[config.mk]
export PLATFORM = sky130hd
export DESIGN_NAME = multicycle_controller
export DESIGN_NICKNAME = d
export VERILOG_FILES = /design/src/rtl/mips_pkg.sv /design/src/rtl/aludec.sv /design/src/rtl/mc_fsm.sv /design/src/rtl/multicycle_controller.sv
export SDC_FILE = /design/constraint.sdc
export NUM_CORES = 1
export LEC_CHECK = 0
export CAP_MARGIN = 20
export CORE_MARGIN = 2
export CORE_UTILIZATION = 30
export CTS_CLUSTER_DIAMETER = 40
export CTS_CLUSTER_SIZE = 14
export DETAILED_ROUTE_END_ITERATION = 12
export GPL_TIMING_DRIVEN = 0
export PLACE_DENSITY = 0.75
export SYNTH_ARGS = -nofsm -noshare
export SYNTH_HDL_FRONTEND = slang
export SYNTH_SLANG_ARGS = --single-unit
[constraint.sdc]
create_clock -name clk -period 1.9 [get_ports clk]
set_input_delay 0.19 -clock clk [delete_from_list [all_inputs] [get_ports clk]]
set_output_delay 0.19 -clock clk [all_outputs]
set_load 0.05 [all_outputs]
[src/rtl/mips_pkg.sv]
// Shared encodings for the multicycle MIPS control path: opcodes, funct codes,
// ALU op classes, ALU controls and controller state codes.
package mips_pkg;
   localparam logic [5:0] OP_RTYPE = 6'b000000;
   localparam logic [5:0] OP_J     = 6'b000010;
   localparam logic [5:0] OP_BEQ   = 6'b000100;
   localparam logic [5:0] OP_ADDI  = 6'b001000;
   localparam logic [5:0] OP_LW    = 6'b100011;
   localparam logic [5:0] OP_SW    = 6'b101011;

   localparam logic [5:0] F_ADD = 6'b100000;
   localparam logic [5:0] F_SUB = 6'b100010;
   localparam logic [5:0] F_AND = 6'b100100;
   localparam logic [5:0] F_OR  = 6'b100101;
   localparam logic [5:0] F_SLT = 6'b101010;

   localparam logic [1:0] ALUOP_ADD   = 2'b00;
   localparam logic [1:0] ALUOP_SUB   = 2'b01;
   localparam logic [1:0] ALUOP_FUNCT = 2'b10;

   localparam logic [2:0] ALU_AND = 3'b000;
   localparam logic [2:0] ALU_OR  = 3'b001;
   localparam logic [2:0] ALU_ADD = 3'b010;
   localparam logic [2:0] ALU_SUB = 3'b110;
   localparam logic [2:0] ALU_SLT = 3'b111;

   localparam logic [3:0] S_FETCH   = 4'd0;
   localparam logic [3:0] S_DECODE  = 4'd1;
   localparam logic [3:0] S_MEMADR  = 4'd2;
   localparam logic [3:0] S_MEMRD   = 4'd3;
   localparam logic [3:0] S_MEMWB   = 4'd4;
   localparam logic [3:0] S_MEMWR   = 4'd5;
   localparam logic [3:0] S_EXECUTE = 4'd6;
   localparam logic [3:0] S_ALUWB   = 4'd7;
   localparam logic [3:0] S_BRANCH  = 4'd8;
   localparam logic [3:0] S_ADDIEX  = 4'd9;
   localparam logic [3:0] S_ADDIWB  = 4'd10;
   localparam logic [3:0] S_JUMP    = 4'd11;
endpackage

[src/rtl/aludec.sv]
// ALU decoder: maps the ALU op class and the funct field to an ALU control code.
module aludec
   import mips_pkg::*;
(
   input  logic [5:0] funct,
   input  logic [1:0] aluop,
   output logic [2:0] alucontrol
);
   always_comb begin
      alucontrol = ALU_ADD;
      casez (aluop)
         2'b00: alucontrol = ALU_ADD;
         2'b01: alucontrol = ALU_SUB;
         default: begin
            case (funct)
               F_ADD:   alucontrol = ALU_ADD;
               F_SUB:   alucontrol = ALU_SUB;
               F_AND:   alucontrol = ALU_AND;
               F_OR:    alucontrol = ALU_OR;
               F_SLT:   alucontrol = ALU_SLT;
               default: alucontrol = ALU_AND;
            endcase
         end
      endcase
   end
endmodule

[src/rtl/mc_fsm.sv]
// Multicycle control FSM: state register, next-state logic and per-state output decode.
//
// state   | meaning
// FETCH   | read instruction at PC, PC += 4 once memory is ready
// DECODE  | read registers, precompute branch target, dispatch on opcode
// MEMADR  | compute lw/sw effective address
// MEMRD   | read data memory, wait for ready
// MEMWB   | write loaded data to rt
// MEMWR   | write data memory, wait for ready
// EXECUTE | R-type ALU operation
// ALUWB   | write ALU result to rd
// BRANCH  | compare for beq, load PC with branch target on zero
// ADDIEX  | rs + SignImm
// ADDIWB  | write addi result to rt
// JUMP    | load PC with jump target
module mc_fsm
   import mips_pkg::*;
#(
   parameter int STATE_W = 4
) (
   input  logic       clk,
   input  logic       reset,
   input  logic [5:0] op,
   input  logic       mem_ready,
   output logic       iord,
   output logic       alusrca,
   output logic [1:0] alusrcb,
   output logic [1:0] pcsrc,
   output logic [1:0] aluop,
   output logic       regdst,
   output logic       memtoreg,
   output logic       irwrite,
   output logic       memwrite,
   output logic       regwrite,
   output logic       pcwrite,
   output logic       branch,
   output logic       instr_done,
   output logic       illegal_op
);
   logic [STATE_W-1:0] state_q, state_d;

   always_ff @(posedge clk or posedge reset) begin
      if (reset) state_q <= S_FETCH;
      else       state_q <= state_d;
   end

   always_comb begin
      state_d    = state_q;
      iord       = 1'b0;
      alusrca    = 1'b0;
      alusrcb    = 2'b00;
      pcsrc      = 2'b00;
      aluop      = ALUOP_ADD;
      regdst     = 1'b0;
      memtoreg   = 1'b0;
      irwrite    = 1'b0;
      memwrite   = 1'b0;
      regwrite   = 1'b0;
      pcwrite    = 1'b0;
      branch     = 1'b0;
      instr_done = 1'b0;
      illegal_op = 1'b0;
      case (state_q)
         S_FETCH: begin
            alusrcb = 2'b01;
            irwrite = mem_ready;
            pcwrite = mem_ready;
            if (mem_ready) state_d = S_DECODE;
         end
         S_DECODE: begin
            alusrcb = 2'b11;
            case (op)
               OP_LW, OP_SW: state_d = S_MEMADR;
               OP_RTYPE:     state_d = S_EXECUTE;
               OP_BEQ:       state_d = S_BRANCH;
               OP_ADDI:      state_d = S_ADDIEX;
               OP_J:         state_d = S_JUMP;
               default: begin
                  illegal_op = 1'b1;
                  state_d    = S_FETCH;
               end
            endcase
         end
         S_MEMADR: begin
            alusrca = 1'b1;
            alusrcb = 2'b10;
            state_d = (op == OP_SW) ? S_MEMWR : S_MEMRD;
         end
         S_MEMRD: begin
            iord = 1'b1;
            if (mem_ready) state_d = S_MEMWB;
         end
         S_MEMWB: begin
            memtoreg   = 1'b1;
            regwrite   = 1'b1;
            instr_done = 1'b1;
            state_d    = S_FETCH;
         end
         S_MEMWR: begin
            // Strobe held through stall cycles; memory samples it until ready.
            iord       = 1'b1;
            memwrite   = 1'b1;
            instr_done = mem_ready;
            if (mem_ready) state_d = S_FETCH;
         end
         S_EXECUTE: begin
            alusrca = 1'b1;
            aluop   = ALUOP_FUNCT;
            state_d = S_ALUWB;
         end
         S_ALUWB: begin
            regdst     = 1'b1;
            regwrite   = 1'b1;
            instr_done = 1'b1;
            state_d    = S_FETCH;
         end
         S_BRANCH: begin
            alusrca    = 1'b1;
            aluop      = ALUOP_SUB;
            pcsrc      = 2'b01;
            branch     = 1'b1;
            instr_done = 1'b1;
            state_d    = S_FETCH;
         end
         S_ADDIEX: begin
            alusrca = 1'b1;
            alusrcb = 2'b10;
            state_d = S_ADDIWB;
         end
         S_ADDIWB: begin
            regwrite   = 1'b1;
            instr_done = 1'b1;
            state_d    = S_FETCH;
         end
         S_JUMP: begin
            pcsrc      = 2'b10;
            pcwrite    = 1'b1;
            instr_done = 1'b1;
            state_d    = S_FETCH;
         end
         default: state_d = S_FETCH;
      endcase
   end
endmodule

[src/rtl/multicycle_controller.sv]
// Multicycle MIPS controller top: FSM plus ALU decoder, PC enable and reset gating
// of every strobe so nothing writes while reset is held.
module multicycle_controller
   import mips_pkg::*;
#(
   parameter int STATE_W = 4
) (
   input  logic       clk,
   input  logic       reset,
   input  logic [5:0] op,
   input  logic [5:0] funct,
   input  logic       zero,
   input  logic       mem_ready,
   output logic       iord,
   output logic       alusrca,
   output logic [1:0] alusrcb,
   output logic [1:0] pcsrc,
   output logic [2:0] alucontrol,
   output logic       regdst,
   output logic       memtoreg,
   output logic       irwrite,
   output logic       memwrite,
   output logic       regwrite,
   output logic       pcen,
   output logic       instr_done,
   output logic       illegal_op
);
   logic [1:0] aluop;
   logic       irwrite_f, memwrite_f, regwrite_f, pcwrite_f, branch_f;
   logic       done_f, illegal_f;

   mc_fsm #(.STATE_W(STATE_W)) u_fsm (
      .clk        (clk),
      .reset      (reset),
      .op         (op),
      .mem_ready  (mem_ready),
      .iord       (iord),
      .alusrca    (alusrca),
      .alusrcb    (alusrcb),
      .pcsrc      (pcsrc),
      .aluop      (aluop),
      .regdst     (regdst),
      .memtoreg   (memtoreg),
      .irwrite    (irwrite_f),
      .memwrite   (memwrite_f),
      .regwrite   (regwrite_f),
      .pcwrite    (pcwrite_f),
      .branch     (branch_f),
      .instr_done (done_f),
      .illegal_op (illegal_f)
   );

   aludec u_aludec (
      .funct      (funct),
      .aluop      (aluop),
      .alucontrol (alucontrol)
   );

   // FETCH drives irwrite/pcwrite from mem_ready, so gate explicitly during reset.
   assign irwrite    = irwrite_f  & ~reset;
   assign memwrite   = memwrite_f & ~reset;
   assign regwrite   = regwrite_f & ~reset;
   assign instr_done = done_f     & ~reset;
   assign illegal_op = illegal_f  & ~reset;
   assign pcen       = (pcwrite_f | (branch_f & zero)) & ~reset;
endmodule

# Word level (Yosys, flattened, before mapping)
# Index checks and enable logic that the tools add are counted.
op_classes:
  n_eq_ne: 24
  n_reduce_logical: 11
  mux: 23
  bitwise_logic: 9
op_table:
  columns: ["operator", "count"]
  rows:
  - ["equality test 6 bit (second input constant)", 6]
  - ["case mux 4 bit (7 select lines)", 1]
  - ["case mux 4 bit (5 select lines)", 1]
  - ["equality test 4 x 3 -> 1 bit (second input constant)", 4]
  - ["equality test 4 bit (second input constant)", 4]
  - ["two-way mux 4 bit", 3]
  - ["case mux 3 bit (4 select lines)", 1]
  - ["two-way mux 1 bit", 10]
  - ["equality test 4 x 2 -> 1 bit (second input constant)", 2]
  - ["case mux 2 bit (2 select lines)", 2]
  - ["AND 1 bit", 7]
  - ["equality test 6 x 2 -> 1 bit (second input constant)", 1]
  - ["equality test 6 x 3 -> 1 bit (second input constant)", 1]
  - ["equality test 6 x 4 -> 1 bit (second input constant)", 1]
  - ["zero test 6 bit", 1]
  - ["!= test 2 bit (second input constant)", 3]
  - ["case mux 2 bit (3 select lines)", 1]
  - ["case mux 3 bit (2 select lines)", 1]
  - ["OR reduction 2 bit", 3]
  - ["OR reduction 6 bit", 1]
  - ["OR reduction 5 bit", 1]
  - ["equality test 4 x 1 -> 1 bit (second input constant)", 1]
  - ["zero test 4 bit", 1]
  - ["case mux 1 bit (2 select lines)", 2]
  - ["8 further kinds", 8]
word_totals:
  register_bits: 4
  input_bits: 16
  output_inout_bits: 17
  wordCells: 68

# Logic depth before layout (Yosys ltp)
# Gate-level depths: netlist of run 1.
logic_depth:
  depth_word: 5
  mapped_depth: 5
  depth_no_buf: 4

# Modules after synthesis
# A second synthesis of run 1 with hierarchy kept.
hier_totals:
  cells_unflattened: 93
  area_unflattened_um2: 651.9
modules_own_cells:
  columns: ["mod", "seq_area_each_um2", "cells_each", "area_each_um2", "n_inst"]
  rows:
  - ["mc_fsm", 100.1, 76, 528.0, 1]
  - ["aludec", 0.0, 10, 83.8, 1]
  - ["multicycle_controller", 0.0, 7, 40.0, 1]

# Least setup slack after synthesis of run 1
# Ideal clock, no wire load.
synth_path:
  path_type: "flip-flop to output port"
  startpoint: "register u_fsm.state_q[2]"
  endpoint: "output port instr_done"
  path_slack_ns: -0.585
  arrival_time_ns: 2.295
  required_time_ns: 1.710
  stages_incl_launch_ff: 4
  path_buffers: 1
  path_cell_list: "dfrtp_1 -> buf_2 -> a21oi_1 -> nor4b_1"
synth_via:
  elab_chain_cells: 4
  word_cells_on_any_way: 9
  cone_classes: "eq/ne: 6; mux: 1; bitwise: 1; reduce/logical: 1"
synth_rtl:
  columns: ["element", "line", "rtl"]
  rows:
  - ["start: declaration", "mc_fsm.sv:40", "logic [STATE_W-1:0] state_q, state_d;"]
  - ["start signal: assignment", "mc_fsm.sv:44", "else state_q <= state_d;"]
  - ["equality test 4 x 3 -> 1 bit or equality test 4 bit (tied branches)", "mc_fsm.sv:63", "case (state_q)"]
  - ["OR reduction 5 bit (no source line)", null, null]
  - ["case mux 1 bit (2 select lines) *", "mc_fsm.sv:63", null]
  - ["AND 1 bit *", "multicycle_controller.sv:63", "assign instr_done = done_f & ~reset;"]
  - ["end: declaration", "multicycle_controller.sv:25", "output logic instr_done,"]
# Every way passes the cells marked *; elsewhere a longest branch is shown, timed or not.

# Final worst setup path of run 1
layout_path:
  startpoint: "register u_fsm.state_q[3]"
  endpoint: "output port alucontrol[1]"
layout_via:
  elab_chain_cells: 4
  word_cells_on_any_way: 6
  cone_classes: "eq/ne: 3; mux: 2; reduce/logical: 1"
layout_rtl:
  columns: ["element", "line", "rtl"]
  rows:
  - ["equality test 4 bit or equality test 4 x 3 -> 1 bit (tied branches)", "mc_fsm.sv:63", null]
  - ["case mux 2 bit (2 select lines) *", "mc_fsm.sv:63", null]
  - ["equality test 2 x 1 -> 1 bit or zero test 2 bit (tied branches)", "aludec.sv:11", "casez (aluop)"]
  - ["case mux 3 bit (2 select lines) *", "aludec.sv:11", null]
  - ["end: declaration", "multicycle_controller.sv:18", "output logic [2:0] alucontrol,"]
# Marks and branches as above.

==> results_dict.tcl, run 1 <==
set metrics [dict create \
    outcome "completed" \
    slew_headroom 0.6698 \
    layout_common_cells "clkdlybuf4s50_1, nor2_1, buf_2" \
    hold_path_class "in2async" \
    hold_buffers 0 \
    ys_warn_count 0 \
    ys_seq_area_frac 0.1717 \
    synthXorXnorAreaFrac 0.04506 \
    clock-sinks 4 \
    grt_max_degree 11 \
    cts_buffers 3 \
    clock_path_buffers 2 \
    critPathBufInv 1 \
    skew_ns 0.0007594 \
    avgSynthCellArea_um2 6.551 \
    finalCritPeriodShare 0.9668 \
    route.detailed.drc 0 \
    worstSetupPathDepth 4 \
    netlist_instances 89 \
    drv_cap 0 \
    route.vias.total 769 \
    p_leak_nw 0.3662 \
    yosys.area_share.simple 0.4936 \
    slowest_delay_ns 0.43 \
    fmaxAchievable_ghz 0.5444 \
    wire_per_inst_um 13.22 \
    final_nets 141 \
    crit_family "simple AND/OR/NAND/NOR gates" \
    start_util 0.3270 \
    cts-htree-levels 1 \
    yosys.area_share.adder 0 \
    worstSetupPathType "reg2out" \
    rows 15 \
    power_density_mw_per_mm2 1091 \
    ant_nets 0 \
    muxShareOfSynthArea 0.01717 \
    peakVddDrop_mv 0.3859 \
    r2r-start "u_fsm.state_q[0]$_DFFE_PP0P_" \
    grt_first_pass_wirelength_um 2856 \
    finalWorstSetupSlack_ns 0.06314 \
    critPathRequiredTime_ns 1.71 \
    cts_setup_buffers 0 \
    area_growth_pct 59.23 \
    r2r_slack_ns 0.56 \
    slowest_stage "dlygate4sd2_1" \
    grt_usage 0.1672 \
    endpoint_kind "output pin" \
    p_total_mw 1.013 \
    die_x_um 48.09 \
    globalplace.congestion 0.8667 \
    r2r-end "u_fsm.state_q[2]$_DFFE_PP0P_" \
    diodes 0 \
    die_h_um 48.09 \
    synth-seq-cells 4 \
    grt_remaining_overflow 0 \
    largest_reg_flops 4 \
    clk_latency_ns 0.23 \
    coreArea_mm2 0.001783 \
    dp_hpwl_um 1572 \
    cts_root_buf "clkbuf_4" \
    ios 33 \
    grt_pass1_vias 670 \
    startpoint_type "register" \
    antenna_found_initial 0 \
    drive_gt1_frac 0.2683 \
    final_hold_viol_count 0 \
    finalMaxSlewViolations 0 \
    syn_nets 105 \
    pre_cts_ws_ns -0.4902 \
    crit_chain "nand2b_1 -> nor3b_2 -> nand2_1 -> dlygate4sd2_1" \
    worst_slew_pin_slew_ns 0.4972 \
    setup_viol 0 \
    regMostFlops "u_fsm.state_q" \
    rsz0062_at_grt "false" \
    numPortBuffers 31 \
    synth_top_family_by_area "simple AND/OR/NAND/NOR gates" \
    period_minus_slack_ns 1.837 \
    layout_commonest_cell "clkdlybuf4s50_1" \
    wl_um 1956 \
    dieArea_mm2 0.002312 \
    yosysUniqueCellTypes 30 \
    fillers 186 \
    worstSetupStartpoint "u_fsm.state_q[3]$_DFFE_PP0P_" \
    arrival_ns 1.65 \
    path_max_fanout 5 \
    drt_pass1_iterations 4 \
    rr_worst_depth 5 \
    routed_via_density 5.196 \
    synth_compound_area_frac 0.2103 \
    clkSlewWorstSetupHoldPaths_ns 0.04 \
    top_regs "u_fsm.state_q x4" \
    tritoncts "done" \
    netlist_area_um2 583.1 \
    drt_iter0_markers 14 \
]
-- cells in the mapped netlist (all sizes together) --
library cell  count  area share
clkbuf            1      0.0086
nand3             3       0.026
nor4b             1       0.015
and4              1       0.015
a21boi            1       0.013
mux2i             1       0.017
a211oi            2       0.034
nor3              9       0.077
nor4              1       0.011
nor3b             1       0.013
xnor2             3       0.045
o22ai             3       0.032
a21oi             4       0.034
or3               3       0.032
inv               3       0.019
nand4             1       0.011
buf               4       0.034
nand3b            1       0.013
nor2             12       0.077
a31oi             2       0.021
or2               1       0.011
o21ai             7       0.060
nand2b            7       0.075
a221oi            1       0.015
nand4b            1       0.015
dfrtp             4        0.17
nor2b             5       0.054
nor4bb            1       0.017
nand2             5       0.032
-- stage by stage --
stage | instances | TNS, ns | hold WS [ns] | area, um^2 | util
2_1_floorplan | 89 | 0 | -0.03047 | 604.3 | -
3_3_place_gp | 145 | -2.498 | 0.5991 | 945.9 | 0.5305
3_5_place_dp | 145 | -2.709 | 0.6006 | 945.9 | 0.5305
4_1_cts | 148 | -0.04769 | 0.09101 | 949.7 | 0.5326
5_1_grt | 148 | 0 | 0.1031 | 928.4 | 0.5207
6_report | 148 | 0 | 0.09039 | 928.4 | 0.5207
-- worst max path at each step --
stage,end
final,alucontrol[1]
after global routing,illegal_op
after global placement,pcen
after CTS,pcen
after detailed placement,pcen
after floorplan,alucontrol[2]
-- cells by family after synthesis --
logic type / count (synthesis)
xor gates and xnor gates: 3
buffers and inverters: 8
DFF: 4
muxes: 1
and+or+nand+nor: 53
AOI/OAI and AO/OA: 20
-- metal layers --
layer / part of all wire / global-route usage / up-vias
li1: - / - / 395
met1: 0.48 / 0.2328 / 361
met2: 0.49 / 0.2827 / 13
met3: 0.028 / 0.02264 / 0
met4: 0 / 0.01622 / 0
met5: 0 / 0 / -
-- report_power, final --
group          total (mW)  leakage (nW)  internal [mW]  switching [mW]
Sequential          0.135        0.0520          0.111          0.0245
Combinational       0.774         0.300          0.232           0.542
Clock               0.103        0.0138         0.0705          0.0328
Total                1.01         0.366          0.413           0.599
-- what timing repair did --
item / in CTS / in global routing
gates resized for setup: 49 / 17
cloned: 0 / 0
pin swaps: 0 / 1
setup endpoints to repair: 17 / 12
-- layout make-up --
cell class                 count  area [um^2]  area share
buffer                         5        25.02     0.02695
clock buffer                   3        22.52     0.02426
inverter                       3        11.26     0.01213
timing repair buffer          31        261.5      0.2817
tap                           25        31.28     0.03369
sequential                     4        101.3      0.1092
multi-input combinational     77        475.5      0.5121
(Power assumes the default switching activity.)
==> inputs of run 2 (changes only) <==
Settings changed: CORE_MARGIN 2 to 5.
==> run 2 against run 1 <==
Effect of this change:
- final area rose by 4.7%
- cell count up 2.0%
- power rose by 4.4%
- sequential power increased by 5%
- setup slack got worse by 0.0064 ns
- critical path depth did not move
- highest routed layer is now met4
- worst hold slack gained 0.32 ns
- combinational power increased by 4.3%
- clock-buffer cell count unchanged
- first-iteration DRC count is 29% higher
==> results_dict.tcl, run 2 (synthesized netlist as in run 1, its figures left out) <==
set metrics [dict create \
    final_cells 151 \
    skew_ns 0.003582 \
    hold_start "op[1]" \
    cts-htree-levels 1 \
    cts_setup_buffers 0 \
    r2r_slack_ns 0.51 \
    whs_endpoint "u_fsm.state_q[2]$_DFFE_PP0P_" \
    p_leak_nw 0.3744 \
    wl_um 1904 \
    largest_reg_flops 4 \
    dpl_cell_area_um2 948.4 \
    route.vias.total 795 \
    worst_slew_pin_slew_ns 0.4948 \
    diodes 0 \
    drive_gt1_frac 0.2984 \
    grt_usage 0.1384 \
    peakVddDrop_mv 0.4971 \
    worstSetupPathType "reg2out" \
    setup_viol 0 \
    wire_per_inst_um 12.61 \
    period_minus_slack_ns 1.843 \
    routed_via_density 5.265 \
    slowest_stage "clkdlybuf4s15_1" \
    grt_pass1_vias 713 \
    crit_family "buffers and inverters" \
    r2r-end "u_fsm.state_q[2]$_DFFE_PP0P_" \
    fmaxAchievable_ghz 0.5425 \
    tritoncts "done" \
    drv_cap 0 \
    arrival_ns 1.65 \
    outcome "completed" \
    endpoint_kind "output pin" \
    min_path_cells 4 \
    clk_latency_ns 0.24 \
    start_util 0.3066 \
    path_max_fanout 10 \
    ios 33 \
    rows 16 \
    final_hold_viol_count 0 \
    numPortBuffers 31 \
    p_total_mw 1.058 \
    cts_root_buf "clkbuf_4" \
    slowest_delay_ns 0.51 \
    die_h_um 54.09 \
    grt_remaining_overflow 0 \
    fillers 188 \
    die_x_um 54.09 \
    clock_path_buffers 2 \
    coreArea_mm2 0.001902 \
    dp_hpwl_um 1484 \
    power_density_mw_per_mm2 1088 \
    drt_pass1_iterations 4 \
    drt_iter0_markers 18 \
    clock-sinks 4 \
    top_regs "u_fsm.state_q x4" \
    grt_first_pass_wirelength_um 3015 \
    r2r-start "u_fsm.state_q[0]$_DFFE_PP0P_" \
    critPathBufInv 2 \
    startpoint_type "register" \
    critPathRequiredTime_ns 1.71 \
    crit_chain "clkbuf_4 -> nand2_1 -> nor2_2 -> clkdlybuf4s15_1" \
    route.detailed.drc 0 \
    regMostFlops "u_fsm.state_q" \
    globalplace.congestion 0.8495 \
    rr_worst_depth 5 \
    final_cell_area_um2 972.2 \
    slew_headroom 0.6714 \
    hold_path_class "in2reg" \
    final_nets 142 \
    dieArea_mm2 0.002925 \
    finalCritPeriodShare 0.9701 \
    finalMaxSlewViolations 0 \
    clkSlewWorstSetupHoldPaths_ns 0.04 \
    ant_nets 0 \
    place_inst 147 \
    area_growth_pct 66.74 \
    antenna_found_initial 0 \
    layout_common_cells "clkdlybuf4s50_1, clkbuf_4, nor2_1" \
    grt_max_degree 11 \
    layout_commonest_cell "clkdlybuf4s50_1" \
    cts_buffers 3 \
]
-- run 2: stage by stage --
step	setup WS, ns	hold slack (ns)	setup TNS [ns]	util
2_1_floorplan	0.01578	-0.03047	0	-
3_3_place_gp	-0.4439	0.5664	-2.429	0.4987
3_5_place_dp	-0.4463	0.5709	-2.520	0.4987
4_1_cts	-0.09026	0.3267	-0.1035	0.5000
5_1_grt	-0.001736	0.4240	-0.001736	0.5112
6_report	0.05672	0.4058	0	0.5112
-- run 2: final cells by class --
type	instances	area (um^2)	area share
tap	27	33.78	0.03475
timing repair buffer	32	281.5	0.2896
buffer	5	30.03	0.03089
clock buffer	3	22.52	0.02317
multi-input combinational	77	490.5	0.5045
sequential	4	102.6	0.1055
inverter	3	11.26	0.01158
-- run 2: layer usage --
| metal | vias to the layer above | wire length, um | track usage |
|---|---|---|---|
| met2 | 25 | 980 | 0.2359 |
| met5 | - | 0 | 0 |
| met1 | 378 | 814 | 0.1754 |
| met3 | 2 | 93 | 0.01108 |
| li1 | 390 | - | - |
| met4 | 0 | 16 | 0.06224 |
-- run 2: worst max-delay path by stage --
stage                                            start            end  slack, ns  cells past startpoint
after floorplan           u_fsm.state_q[3]$_DFFE_PP0P_  alucontrol[2]       0.02                      4
after global placement                           reset           pcen      -0.44                      5
after detailed placement                         reset           pcen      -0.45                      5
after CTS                                        reset           pcen      -0.09                      5
after global routing      u_fsm.state_q[1]$_DFFE_PP0P_         regdst     -0.002                      4
final                     u_fsm.state_q[1]$_DFFE_PP0P_         regdst       0.06                      4
-- run 2: timing repair --
action / in CTS / in global routing
setup endpoints to repair: 17 / 14
hold buffers: 0 / 1
endpoints found under the hold margin: 0 / 4
gates resized for setup: 46 / 32
-- run 2: worst reg2reg max path: stages, from the launching register on --
cell	delay [ns]
dfrtp_1	0.35
clkbuf_4	0.19
inv_1	0.16
o21ai_0	0.10
a21boi_0	0.13
a221oi_1	0.33
-- run 2: power by group --
part	switching (mW)	internal (mW)	total, mW
clock	0.0380	0.0709	0.109
combinational	0.551	0.256	0.807
sequential	0.0291	0.113	0.142
==> inputs of run 3 (changes only) <==
Settings changed: CAP_MARGIN 20 to unset, SLEW_MARGIN set to 30.
==> results of run 3 <==
No change in the layout: final DEF, timing and power equal those of run 2.
